File: config.mk
export PLATFORM = sky130hd
export DESIGN_NAME = event_blinker
export DESIGN_NICKNAME = d
export VERILOG_FILES = /design/src/rtl/event_blinker.sv
export SDC_FILE = /design/constraint.sdc
export NUM_CORES = 1
export LEC_CHECK = 0
export CAP_MARGIN = 30
export CORE_ASPECT_RATIO = 1.2
export CORE_UTILIZATION = 37
export CTS_BUF_LIST = sky130_fd_sc_hd__clkbuf_4 sky130_fd_sc_hd__clkbuf_8
export DETAILED_ROUTE_END_ITERATION = 8
export SLEW_MARGIN = 20
export SYNTH_ARGS = -nofsm -noshare
export SYNTH_HDL_FRONTEND = slang
export SYNTH_SLANG_ARGS = --single-unit
File: constraint.sdc
create_clock -name clk -period 2.9 [get_ports clk]
set_input_delay 0.58 -clock clk [delete_from_list [all_inputs] [get_ports clk]]
set_output_delay 0.58 -clock clk [all_outputs]
set_load 0.01 [all_outputs]
File: src/rtl/event_blinker.sv
// Event-to-blink stretcher: each rising edge on trig becomes an ON_CYCLES-long
// high pulse on out, followed by a GAP_CYCLES low gap; extra events are queued.
module event_blinker #(
   parameter int ON_CYCLES  = 3_300_000,
   parameter int GAP_CYCLES = 3_300_000,
   parameter int CNT_W      = 22,
   parameter int PEND_W     = 4
) (
   input  logic              clk,
   input  logic              rst_n,
   input  logic              trig,
   input  logic              clr,
   output logic              out,
   output logic              busy,
   output logic [PEND_W-1:0] pending,
   output logic              overflow
);

   typedef enum logic [1:0] {
      IDLE = 2'd0,
      ON   = 2'd1,
      GAP  = 2'd2
   } state_t;

   localparam logic [CNT_W-1:0]  ON_LAST   = CNT_W'(ON_CYCLES - 1);
   localparam logic [CNT_W-1:0]  GAP_LAST  = CNT_W'(GAP_CYCLES - 1);
   localparam logic [CNT_W-1:0]  TIMER_ONE = CNT_W'(1);
   localparam logic [PEND_W-1:0] PEND_ONE  = PEND_W'(1);
   localparam logic [PEND_W-1:0] PEND_MAX  = '1;

   state_t            state;
   logic [CNT_W-1:0]  timer;
   logic              trig_q;
   logic              trig_edge;
   logic              gap_end;
   logic              pend_full;
   logic              pend_zero;

   // A clear in the same cycle swallows the edge, so it never starts or queues a blink.
   assign trig_edge = trig & ~trig_q & ~clr;
   assign gap_end   = (state == GAP) && (timer == GAP_LAST);
   assign pend_full = (pending == PEND_MAX);
   assign pend_zero = (pending == '0);

   always_ff @(posedge clk or negedge rst_n) begin
      if (!rst_n) begin
         state    <= IDLE;
         timer    <= '0;
         trig_q   <= 1'b0;
         out      <= 1'b0;
         busy     <= 1'b0;
         pending  <= '0;
         overflow <= 1'b0;
      end else begin
         trig_q   <= trig;
         overflow <= 1'b0;

         // The final gap clock consumes either the new edge or one queued event.
         if (clr) begin
            pending <= '0;
         end else if (gap_end) begin
            if (!trig_edge && !pend_zero)
               pending <= pending - PEND_ONE;
         end else if ((state != IDLE) && trig_edge) begin
            if (pend_full)
               overflow <= 1'b1;
            else
               pending <= pending + PEND_ONE;
         end

         case (state)
            IDLE: begin
               if (trig_edge) begin
                  state <= ON;
                  timer <= '0;
                  out   <= 1'b1;
                  busy  <= 1'b1;
               end
            end
            ON: begin
               if (timer == ON_LAST) begin
                  state <= GAP;
                  timer <= '0;
                  out   <= 1'b0;
               end else begin
                  timer <= timer + TIMER_ONE;
               end
            end
            GAP: begin
               if (gap_end) begin
                  timer <= '0;
                  if (trig_edge || (!pend_zero && !clr)) begin
                     state <= ON;
                     out   <= 1'b1;
                  end else begin
                     state <= IDLE;
                     busy  <= 1'b0;
                  end
               end else begin
                  timer <= timer + TIMER_ONE;
               end
            end
            default: begin
               state <= IDLE;
               timer <= '0;
               out   <= 1'b0;
               busy  <= 1'b0;
            end
         endcase
      end
   end

endmodule
==> impl_metrics.env <==
export IMPL_die_area_mm2=0.00581
export IMPL_num_nets_final=243
export IMPL_die_y_um=83.3
export IMPL_drive_gt1_share_pct=11.6
export IMPL_boundaryPins=11
export IMPL_dr_pass1_iters=4
export IMPL_critPathArrivalTime_ps=2770
export IMPL_cts_hold_buf=0
export IMPL_postCtsSetupBuffers=0
export IMPL_clock_path_buffers=2
export IMPL_layout_min_cycle_time_ps=2600
export IMPL_crit_type="register to register"
export IMPL_setup_violations=0
export IMPL_async_reset_ff_share_pct=100
export IMPL_pwr_share_seq_pct=37.0
export IMPL_p_sw_mw=0.515
export IMPL_worst_slew_pin_transition_ps=824
export IMPL_start_kind="register"
export IMPL_min_to="out"
export IMPL_vias=1719
export IMPL_synth_seq_cells=32
export IMPL_synth_xor_area_share_pct=1.72
export IMPL_fin_worst_skew_ps=6.24
export IMPL_min_from="out"
export IMPL_layout_commonest_cell="dfrtp_1"
export IMPL_synth_area_mm2=0.00204
export IMPL_cap_violations=0
export IMPL_viasPerCell=5.85
export IMPL_p_leak_nw=0.961
export IMPL_cp_slowest_cell="dfrtp_1"
export IMPL_root_buffer="clkbuf_8"
export IMPL_grt_ovfl_total=0
export IMPL_ys_flop_type="dfrtp_1"
export IMPL_synth_adder_area_share_pct=5.28
export IMPL_fin_crit_sh_pct=89.8
export IMPL_syn_num_nets=228
export IMPL_maxSlewHeadroom_pct=44.5
export IMPL_hold_path_class="register to register"
export IMPL_synth_top_family_by_area="simple AND/OR/NAND/NOR gates"
export IMPL_power_total_mw=1.40
export IMPL_port_buffers=10
export IMPL_htreeDepth=2
export IMPL_start_util_pct=38.5
export IMPL_power_frac_comb_pct=36.2
export IMPL_coreArea_mm2=0.00530
export IMPL_synth_top_area_share_pct=39.3
export IMPL_final_area_mm2=0.00229
export IMPL_antenna_found_initial=0
export IMPL_grt_pass1_vias=1654
export IMPL_ir_drop_v=0.000272
export IMPL_postSynthAreaPerCell_um2=9.44
export IMPL_syn_to_final_growth_pct=12.2
export IMPL_final_setup_tns_ps=0
export IMPL_synth_enable_flop_cells=0
export IMPL_p_int_mw=0.886
export IMPL_final_hold_viol_count=0
export IMPL_synth_mux_area_share_pct=1.60
export IMPL_drc=0
export IMPL_insertion_delay_ps=290
export IMPL_power_density_mw_per_mm2=612
export IMPL_rsz0062_at_grt="no"
export IMPL_grt_pass1_wl_um=7930
export IMPL_synth_cell_types=55
export IMPL_clkPwrFrac_pct=26.8
export IMPL_crit_chain="nor4bb_1 -> and2_1 -> and3_1 -> ha_1 -> a21o_1 -> a21oi_1 -> mux2i_1 -> mux2_1"
export IMPL_max_stage_delay_ps=450
export IMPL_final_cell_mix="dfrtp_1, o21ai_0, nor2_1, a21oi_1, inv_1"
export IMPL_rows=29
export IMPL_totalWireLength_um=4550
export IMPL_status="finished, final reports clean"
export IMPL_worstHoldPathCells=2
export IMPL_cp_required_ps=3060
export IMPL_dp_cells=286
export IMPL_ant_nets=0
export IMPL_rrSetupSlack_ps=300
export IMPL_end_kind="register"
export IMPL_yosysSeqAreaShare_pct=39.3
export IMPL_yosysWarnings=0
export IMPL_setup_slack_ps=295
export IMPL_grt_max_degree=33
export IMPL_clk_pin_slew_ps=60
export IMPL_gp_congestion=0.846
export IMPL_cp_max_fo=8
export IMPL_synth_compound_area_share_pct=18.8
export IMPL_sw_frac_of_total_pct=36.8
export IMPL_yosysTopAreaCell="dfrtp_1"
export IMPL_post_dp_cell_area_mm2=0.00219
export IMPL_synth_simple_area_share_pct=27.4
export IMPL_fin_cells=294
export IMPL_post_drt_wl_per_cell_um=15.5
export IMPL_dr_first_iter_drc_count=45
export IMPL_timing_fmax_mhz=384
export IMPL_final_max_slew_viol_count=0
export IMPL_die_w_um=69.8
export IMPL_reg2regPathDepth=8
export IMPL_post_cts_resized=0
export IMPL_cts_sinks=32
export IMPL_track_usage_pct=17.3
export IMPL_ys_top_cells_by_area="dfrtp_1, o21ai_0, ha_1"
export IMPL_reg2reg_to="pending[3]"
export IMPL_numCtsBuffers=5
export IMPL_n_antenna_cell=0
export IMPL_rr_startpoint="timer[7]"
export IMPL_pre_cts_slack_ps=313
export IMPL_syn_inst=216
export IMPL_cts_tree="done"
export IMPL_dp_hpwl_um=3190
## through the flow
| step | hold WS, ps | utilization, % |
|---|---|---|
| final | 522 | 43.2 |
| after global routing | 545 | 43.2 |
| after CTS | 523 | 43.2 |
| after detailed placement | 512 | 41.4 |
| after global placement | 506 | 41.4 |
| after floorplan | 284 | - |
## flip-flops by register name, summed over array words and instances (netlist names)
register	flops
busy	1
out	1
overflow	1
pending	4
state	2
timer	22
trig_q	1
## final cells by class
cell class	instances	area, um^2
repair buffers	17	153
inverters	11	41.3
well taps	62	77.6
fillers	532	3010
flip-flops and latches	32	801
clock buffers	8	97.6
multi-input cells	164	1120
## metal layers
metal	GRT usage, %	vias to the layer above	part of all wire, %	routed length, um
met1	21.5	835	45	2060
met3	3.76	13	3.2	147
li1	-	838	-	-
met5	0	-	0	0
met2	28.1	33	48	2200
met4	8.18	0	3.0	136
## power by group through the flow
stage               clock network (mW)  registers, mW  logic (mW)
detailed placement                   0          0.527       0.509
CTS                              0.390          0.519       0.510
floorplan                            0          0.529       0.327
global placement                     0          0.525       0.511
finish                           0.375          0.518       0.508
global route                     0.411          0.526       0.566
## synthesized netlist by cell type, drive strengths merged (5+ instances only)
library cell  number
nor2              16
nand3             11
nor4               8
o21ai             19
clkbuf             5
nand2             10
inv               11
and3               5
dfrtp             32
a21oi             14
nor3               5
ha                 7
a22o               7
nand4              8
nor2b              6
## logic make-up after synthesis
family / count (synthesis)
AO/OA/AOI/OAI: 59
XOR/XNOR: 4
multiplexers: 3
AND/OR/NAND/NOR: 90
flip-flops: 32
buffers and inverters: 20
adder cells (fa/ha/maj): 8
## how the worst max path moves through the flow
| stage | start | to | slack, ps | cells after the start |
|---|---|---|---|---|
| 2_1_floorplan | state[0] | pending[3] | 360 | 11 |
| 3_3_place_gp | timer[7] | pending[3] | 370 | 8 |
| 3_5_place_dp | timer[7] | pending[3] | 310 | 8 |
| 4_1_cts | timer[7] | pending[3] | 290 | 8 |
| 5_1_grt | timer[7] | pending[3] | 110 | 8 |
| 6_report | timer[7] | pending[3] | 300 | 8 |
## critical path, delay by kind of cell, from the launching register on
family                     cells  cell delay (ps)
muxes                          2              540
AOI/OAI and AO/OA              2              320
DFF                            1              450
and+or+nand+nor                3              900
adders and majority gates      1              260
No activity file was read; power rests on OpenSTA's default activity.
